## src/rtl/mem_fill_sequencer_pkg.sv

```systemverilog
// Shared types and block geometry for the memory fill sequencer.
package mem_seq_pkg;

    typedef enum logic [1:0] {
        IDLE   = 2'd0,
        IFILL  = 2'd1,
        DFILL  = 2'd2,
        DWRITE = 2'd3
    } seq_state_t;

    localparam int WORD_BYTES     = 2;
    localparam int BLOCK_WORDS    = 8;
    localparam int BLOCK_OFF_BITS = 4;

endpackage

```

## src/rtl/mem_fill_counter.sv

```systemverilog
// Issue and receive word counters for one block fill.
module mem_fill_counter
    import mem_seq_pkg::*;
#(
    parameter int WORDS = BLOCK_WORDS
) (
    input  logic       clk,
    input  logic       rst,
    input  logic       clear,
    input  logic       issue_step,
    input  logic       recv_step,
    output logic [3:0] issue_cnt,
    output logic [2:0] recv_cnt,
    output logic       issue_done,
    output logic       last_word
);

    logic [3:0] issue_cnt_reg;
    logic [2:0] recv_cnt_reg;

    always_ff @(posedge clk) begin
        if (!rst) begin
            issue_cnt_reg <= 4'd0;
            recv_cnt_reg  <= 3'd0;
        end else if (clear) begin
            issue_cnt_reg <= 4'd0;
            recv_cnt_reg  <= 3'd0;
        end else begin
            // Issue counter saturates at WORDS so mem_en stays low afterwards.
            if (issue_step && !issue_done)
                issue_cnt_reg <= issue_cnt_reg + 4'd1;
            if (recv_step)
                recv_cnt_reg <= recv_cnt_reg + 3'd1;
        end
    end

    assign issue_cnt  = issue_cnt_reg;
    assign recv_cnt   = recv_cnt_reg;
    assign issue_done = (issue_cnt_reg == 4'(WORDS));
    assign last_word  = (recv_cnt_reg == 3'(WORDS - 1));

endmodule

```

## src/rtl/mem_fill_sequencer.sv

```systemverilog
// Arbitrates icache fills, dcache fills and dcache stores onto a single-port memory.
// Optional round-robin arbitration between caches: define MEM_SEQ_ROUND_ROBIN_EN.
module mem_fill_sequencer
    import mem_seq_pkg::*;
#(
    parameter int ADDR_W = 16,
    parameter int DATA_W = 16,
    parameter int WORDS  = 8
) (
    input  logic              clk,
    input  logic              rst,
    input  logic              i_req,
    input  logic [ADDR_W-1:0] i_addr,
    input  logic              d_req,
    input  logic              d_wr,
    input  logic [ADDR_W-1:0] d_addr,
    input  logic [DATA_W-1:0] d_wdata,
    output logic              i_grant,
    output logic              d_grant,
    output logic [DATA_W-1:0] fill_data,
    output logic [2:0]        fill_word,
    output logic              fill_valid,
    output logic              i_done,
    output logic              d_done,
    output logic [ADDR_W-1:0] mem_addr,
    output logic [DATA_W-1:0] mem_data_in,
    output logic              mem_en,
    output logic              mem_wr,
    input  logic [DATA_W-1:0] mem_rdata,
    input  logic              mem_valid
);

    seq_state_t        state_reg, state_next;
    logic [ADDR_W-1:0] base_reg, base_next;
    logic              clear, issue_step, recv_step;
    logic [3:0]        issue_cnt;
    logic [2:0]        recv_cnt;
    logic              issue_done, last_word;
    logic              i_win;

    mem_fill_counter #(
        .WORDS(WORDS)
    ) u_counter (
        .clk       (clk),
        .rst       (rst),
        .clear     (clear),
        .issue_step(issue_step),
        .recv_step (recv_step),
        .issue_cnt (issue_cnt),
        .recv_cnt  (recv_cnt),
        .issue_done(issue_done),
        .last_word (last_word)
    );

`ifdef MEM_SEQ_ROUND_ROBIN_EN
    // 0 = icache served last, 1 = dcache served last.
    logic last_owner_reg;

    always_ff @(posedge clk) begin
        if (!rst)
            last_owner_reg <= 1'b0;
        else if (state_reg == IDLE && state_next != IDLE)
            last_owner_reg <= (state_next != IFILL);
    end

    always_comb begin
        i_win = i_req && !(d_req && !last_owner_reg);
    end
`else
    always_comb begin
        i_win = i_req;
    end
`endif

    always_ff @(posedge clk) begin
        if (!rst) begin
            state_reg <= IDLE;
            base_reg  <= '0;
        end else begin
            state_reg <= state_next;
            base_reg  <= base_next;
        end
    end

    always_comb begin
        state_next  = state_reg;
        base_next   = base_reg;
        clear       = 1'b0;
        issue_step  = 1'b0;
        recv_step   = 1'b0;
        i_grant     = 1'b0;
        d_grant     = 1'b0;
        fill_data   = '0;
        fill_word   = 3'd0;
        fill_valid  = 1'b0;
        i_done      = 1'b0;
        d_done      = 1'b0;
        mem_addr    = '0;
        mem_data_in = '0;
        mem_en      = 1'b0;
        mem_wr      = 1'b0;

        case (state_reg)
            IDLE: begin
                clear = 1'b1;
                if (i_win) begin
                    state_next = IFILL;
                    base_next  = {i_addr[ADDR_W-1:BLOCK_OFF_BITS], {BLOCK_OFF_BITS{1'b0}}};
                end else if (d_req && !d_wr) begin
                    state_next = DFILL;
                    base_next  = {d_addr[ADDR_W-1:BLOCK_OFF_BITS], {BLOCK_OFF_BITS{1'b0}}};
                end else if (d_req && d_wr) begin
                    state_next = DWRITE;
                end
            end

            IFILL, DFILL: begin
                i_grant    = (state_reg == IFILL);
                d_grant    = (state_reg == DFILL);
                mem_en     = !issue_done;
                issue_step = !issue_done;
                mem_addr   = base_reg + (ADDR_W'(issue_cnt) << $clog2(WORD_BYTES));
                // Words come back strictly in order, so recv_cnt is the word index.
                if (mem_valid) begin
                    fill_valid = 1'b1;
                    fill_data  = mem_rdata;
                    fill_word  = recv_cnt;
                    recv_step  = 1'b1;
                    if (last_word) begin
                        i_done     = (state_reg == IFILL);
                        d_done     = (state_reg == DFILL);
                        state_next = IDLE;
                    end
                end
            end

            DWRITE: begin
                d_grant     = 1'b1;
                mem_en      = 1'b1;
                mem_wr      = 1'b1;
                mem_addr    = d_addr;
                mem_data_in = d_wdata;
                d_done      = 1'b1;
                state_next  = IDLE;
            end

            default: state_next = IDLE;
        endcase
    end

endmodule

```

## config.mk

```make
export PLATFORM = sky130hd
export DESIGN_NAME = mem_fill_sequencer
export DESIGN_NICKNAME = d
export VERILOG_FILES = /design/src/rtl/mem_fill_sequencer_pkg.sv /design/src/rtl/mem_fill_counter.sv /design/src/rtl/mem_fill_sequencer.sv
export SDC_FILE = /design/constraint.sdc
export NUM_CORES = 1
export LEC_CHECK = 0
export BUFFER_PORTS_ARGS = -buffer_cell sky130_fd_sc_hd__buf_4
export CAP_MARGIN = 10
export CORE_MARGIN = 2
export CORE_UTILIZATION = 25
export DETAILED_ROUTE_END_ITERATION = 10
export SYNTH_ARGS = -nofsm -noshare
export SYNTH_HDL_FRONTEND = slang
export SYNTH_HIERARCHICAL = 1
export SYNTH_SLANG_ARGS = --single-unit
```

## constraint.sdc

```tcl
create_clock -name clk -period 5.39 [get_ports clk]
set_clock_uncertainty 0.05 [all_clocks]
set_input_delay 1.078 -clock clk [delete_from_list [all_inputs] [get_ports clk]]
set_output_delay 1.078 -clock clk [all_outputs]
set_load 0.05 [all_outputs]
```

# After elaboration in Yosys (flattened, before gate mapping)
# Cells that the tools add are included.
# Widths: inputs -> output; s select.
# totals
inputBits	70
wordCells	55
register_bits	25
out_inout_bits	58
# op_classes
n_addsub	3
muxes	28
n_reduce_logical	11
n_bitwise	1
n_eq_ne	8
# op_table
op	n
$mux 16	5
$pmux 16 s2	1
$add 16x5->16	1
$mux 1	11
$mux 2	5
$mux 3	2
$pmux 1 s2	3
$pmux 2 s3	1
$add 4x1->4 const B	1
$eq 2x2->1 const B	2
$eq 4x4->1 const B	1
$ne 2x2->1 const B	2
$ne 4x4->1 const B	1
$reduce_or 2->1	2
$add 3x1->3 const B	1
$eq 3x3->1 const B	1
$logic_and 1x1->1	3
$reduce_and 3->1	1
$eq 2x1->1 const B	1
$logic_not 1->1	2
$logic_not 2->1	1
$reduce_and 2->1	1
$reduce_bool 2->1	1
$not 1->1	1

# Longest topological paths before layout
# depth
depth_word	5
depth_mapped	8

# Cells and area by module
# The synthesis kept the hierarchy.
# by_module_without_submodules
mod	cells_each	n_inst	area_per_inst_um2
mem_fill_sequencer	216	1	1607.8
mem_fill_counter	36	1	342.8

# Least setup slack after synthesis
# Ideal clock, no wire load.
# synth_path
path_type	reg2out
from	register u_counter.issue_cnt_reg[3] (netlist: u_counter/issue_cnt[3])
to	output mem_addr[10]
t_required_ns	4.262
n_path_buf	0
path_stages_with_launch	6
path_slack_ns	1.681
t_arrival_ns	2.581
path_cell_list	dfxtp_1 ha_1 ha_1 nand4_1 or3_1 a311oi_1
# synth_via
elab_chain_len	2
# synth_lines
element	line	source
from (decl)	mem_fill_counter.sv:18	logic [3:0] issue_cnt_reg;
from (signal assigned)	mem_fill_counter.sv:31	issue_cnt_reg <= issue_cnt_reg + 4'd1;
$add 16x5->16	mem_fill_sequencer.sv:122	mem_addr = base_reg + (ADDR_W'(issue_cnt) << $clog2(WORD_BYTES));
$pmux 16 s2	mem_fill_sequencer.sv:103	case (state_reg)
to (decl)	mem_fill_sequencer.sv:25	output logic [ADDR_W-1:0] mem_addr,
# Every way passes these cells.

# Final worst setup path
# layout_path
from	register state_reg[0]
to	output mem_addr[9]
# layout_via
elab_chain_len	3
word_cells_on_any_way	5
classes_between	3 x eq/ne; 1 x mux; 1 x reduce/logical
# layout_lines
element	line	source
from (decl)	mem_fill_sequencer.sv:33	seq_state_t state_reg, state_next;
from (signal assigned)	mem_fill_sequencer.sv:80	state_reg <= state_next;
$eq 2x1->1 / $eq 2x2->1 (equally long branches)	mem_fill_sequencer.sv:103	
$reduce_or 2->1	mem_fill_sequencer.sv:103	
$pmux 16 s2 (*)	mem_fill_sequencer.sv:103	
# Mark *: on every way between the ends. The rest lies on a longest branch, timed or not.

==> results.sh <==
export IMPL_worst_setup_path_start_kind="flip-flop"
export IMPL_synth_sequential_area_ratio=0.2155
export IMPL_total_leakage_power_nw=1.417
export IMPL_max_clock_path_buffers=2
export IMPL_num_antenna_cells=0
export IMPL_place_congestion=0.7950
export IMPL_grt_antenna_before_repair=0
export IMPL_worst_margin_pin_slew_ns=0.9964
export IMPL_rrSetupSlack_ns=3.20
export IMPL_outcome="completed"
export IMPL_worst_hold_class="flip-flop to flip-flop"
export IMPL_cts_sink_count=21
export IMPL_synth_top_area_share=0.2155
export IMPL_number_of_hold_violations_in_the_final_report=0
export IMPL_grt_most_used_layer="met2"
export IMPL_cp_arrival_ns=2.47
export IMPL_clock_tree_htree_level_count=1
export IMPL_worstHoldPathCells=2
export IMPL_final_cell_count_no_fill=464
export IMPL_finalSetupViolCount=0
export IMPL_hpwlAfterDp_mm=5.062
export IMPL_final_net_count=446
export IMPL_post_layout_min_period_ns=3.599
export IMPL_instance_area_after_placement_um2=2933
export IMPL_grt_first_pass_wirelength_mm=10.52
export IMPL_synth_async_reset_ratio=0
export IMPL_top_ff_cell_synth="sky130_fd_sc_hd__dfxtp_1"
export IMPL_postCtsSetupRepairBufs=0
export IMPL_grt_setup_unrepaired="no"
export IMPL_detailedRoute_firstPassIterationCount=4
export IMPL_power_density_cell_area_nw_per_um2=387.2
export IMPL_source_of_the_worst_hold_timing_path="base_reg[4]"
export IMPL_syn_num_nets=335
export IMPL_drtIter0Drc=120
export IMPL_fmaxAchievable_mhz=277.8
export IMPL_initial_core_util=0.2551
export IMPL_synth_edff_count=0
export IMPL_grt_ovfl_total=0
export IMPL_worst_r2r_cell_count=7
export IMPL_die_h_um=92.33
export IMPL_timing_critical_path_cells="inv_1 > ha_1 > buf_4 > nor2b_1 > o211ai_1 > nand3_1 > buf_4"
export IMPL_top_cells_by_area_in_the_synthesized_netlist="sky130_fd_sc_hd__dfxtp_1 (22%), sky130_fd_sc_hd__a211oi_1 (9.2%), sky130_fd_sc_hd__ha_1 (8.3%)"
export IMPL_setup_total_negative_slack_ns=0
export IMPL_cell_repeated_most_along_the_worst_path="sky130_fd_sc_hd__buf_4"
export IMPL_globalRouteTotalUtil=0.1502
export IMPL_horiz_die_dim_um=92.33
export IMPL_multi_input_area_um2=1368
export IMPL_via_count=2188
export IMPL_placed_cells=460
export IMPL_clk_pin_slew_ns=0.08
export IMPL_area_used_by_sequential_logic_in_the_layout_um2=420.4
export IMPL_cp_slowest_stage_delay_ns=0.56
export IMPL_areaGrowthSynthToFinish_pct=52.73
export IMPL_post_synth_instance_area_um2=1951
export IMPL_critical_path_class="flip-flop to output pin"
export IMPL_fin_crit_sh=0.6677
export IMPL_cp_required_ns=4.26
export IMPL_slew_headroom=0.3312
export IMPL_tritoncts="yes"
export IMPL_postRouteAntennaNets=0
export IMPL_io_pin_count=128
export IMPL_post_cts_resized=0
export IMPL_wire_per_inst_um=14.20
export IMPL_mapped_cells=252
export IMPL_synth_seq_cells=21
export IMPL_global_route_usage_met3=0.008137
export IMPL_layout_drive_gt1_share=0.3757
export IMPL_drt_drc_violations_left=0
export IMPL_cts_root_buffer_cell="sky130_fd_sc_hd__clkbuf_8"
export IMPL_cp_max_fo=35
export IMPL_final_fill_count=814
export IMPL_holdBufCountCts=0
export IMPL_finalInstanceArea_um2=2979
export IMPL_vdd_ir_drop_worst_mv=0.1801
export IMPL_fp_coreArea_um2=7647
export IMPL_rows=32
export IMPL_largest_register_ffs=12
export IMPL_grtUsageMet2=0.2597
export IMPL_finalMaxSlewViolations=0
export IMPL_viasPerCell=4.716
export IMPL_drt_total_wl_mm=6.587
export IMPL_via_count_of_the_first_global_routing_pass=2180
export IMPL_worst_path_max_delay_cell="sky130_fd_sc_hd__nor2b_1"
export IMPL_pin_count_of_the_biggest_net_entering_global_routing=36
export IMPL_globalRouteMet1Util=0.2034
export IMPL_cts_buffers=3
export IMPL_hold_path_end="base_reg[4]"
export IMPL_syn_avg_cell_area_um2=7.741
export IMPL_yosys_warning_count=6
export IMPL_capture_point_of_the_worst_reg_to_reg_path="u_counter/issue_cnt[2]"
export IMPL_setup_worst_path_end_class="output pin"
export IMPL_clock_latency_ns=0.26
export IMPL_netlist_top_cell_by_area="sky130_fd_sc_hd__dfxtp_1"
export IMPL_total_power_mw=1.153
export IMPL_worst_r2r_startpoint="state_reg[0]"
export IMPL_die_area_um2=8525
export IMPL_port_buffers=123
export IMPL_synth_distinct_cells=41
export IMPL_drv_max_cap_violation_count=0
==> synthesized netlist by cell type, drive strengths merged (2+ instances only) <==
cell type / n
mux2: 12
a32oi: 2
xnor2: 3
nor2b: 6
xor2: 2
nand2: 9
a22oi: 6
a21oi: 5
buf: 6
or3: 2
clkbuf: 13
nor2: 16
a211oi: 24
and2: 18
o211ai: 5
nand3: 12
o21ai: 8
nand4: 5
or4: 6
nand2b: 3
and3: 20
ha: 13
or3b: 2
dfxtp: 21
mux2i: 2
inv: 21
==> routing by layer <==
layer	vias to the layer above	routed length, um
met5	-	0
met4	0	97
met3	6	84
met2	26	3398
met1	1028	3006
li1	1128	-
==> how the worst max path moves through the flow <==
stage	start	to	slack, ns	cells after the start
floorplan	u_counter/issue_cnt[3]	mem_addr[10]	1.68	5
global placement	state_reg[0]	mem_addr[15]	2.11	6
detailed placement	state_reg[0]	mem_addr[14]	2.10	7
CTS	state_reg[0]	mem_addr[14]	1.79	7
global route	state_reg[0]	mem_addr[15]	1.60	6
finish	state_reg[0]	mem_addr[9]	1.79	7
==> placed cells by master (no fill, tap or decap), drive strengths merged, types with 5 or more instances in the layout <==
cell      n
a211oi   24
a21oi     5
a22oi     6
and2     18
and3     20
buf     125
dfxtp    21
ha       13
inv      21
mux2     12
nand2     9
nand3    12
nand4     5
nor2     16
nor2b     6
o211ai    5
o21ai     8
or4       6
==> layout make-up <==
| class | count | share of cell area |
|---|---|---|
| multi-input cells | 191 | 0.4590 |
| well taps | 102 | 0.04284 |
| clock inverters | 1 | 0.001680 |
| inverters | 21 | 0.02646 |
| clock buffers | 3 | 0.01386 |
| repair buffers | 125 | 0.3150 |
| flip-flops and latches | 21 | 0.1411 |
==> critical path: cells and delay by family (launching register included) <==
| kind | cells | cell delay [ns] |
|---|---|---|
| simple gates | 2 | 0.70 |
| buf+inv | 3 | 0.60 |
| flops | 1 | 0.42 |
| fa+ha+maj | 1 | 0.29 |
| compound gates | 1 | 0.18 |
==> logic make-up after synthesis <==
logic type / after synthesis / synth area share
buf+inv: 40 / 0.08339
compound gates: 56 / 0.2072
simple gates: 103 / 0.3085
fa+ha+maj: 13 / 0.08339
mux: 14 / 0.07954
xor+xnor: 5 / 0.02245
flops: 21 / 0.2155
==> power by group <==
group	internal (mW)	total (mW)	switching, mW
clock network	0.0515	0.105	0.0537
registers	0.193	0.239	0.0458
logic	0.261	0.809	0.548
==> per-stage QoR <==
step                        util  hold slack [ns]  worst slack, ns
after detailed placement  0.3835           0.4112            2.099
after floorplan                -           0.3882            1.681
after CTS                 0.3896           0.4233            1.788
after global placement    0.3835           0.4005            2.105
after global routing      0.3896           0.4567            1.596
final                     0.3896           0.4168            1.791
Note: power is estimated with default switching activity, not from simulation.
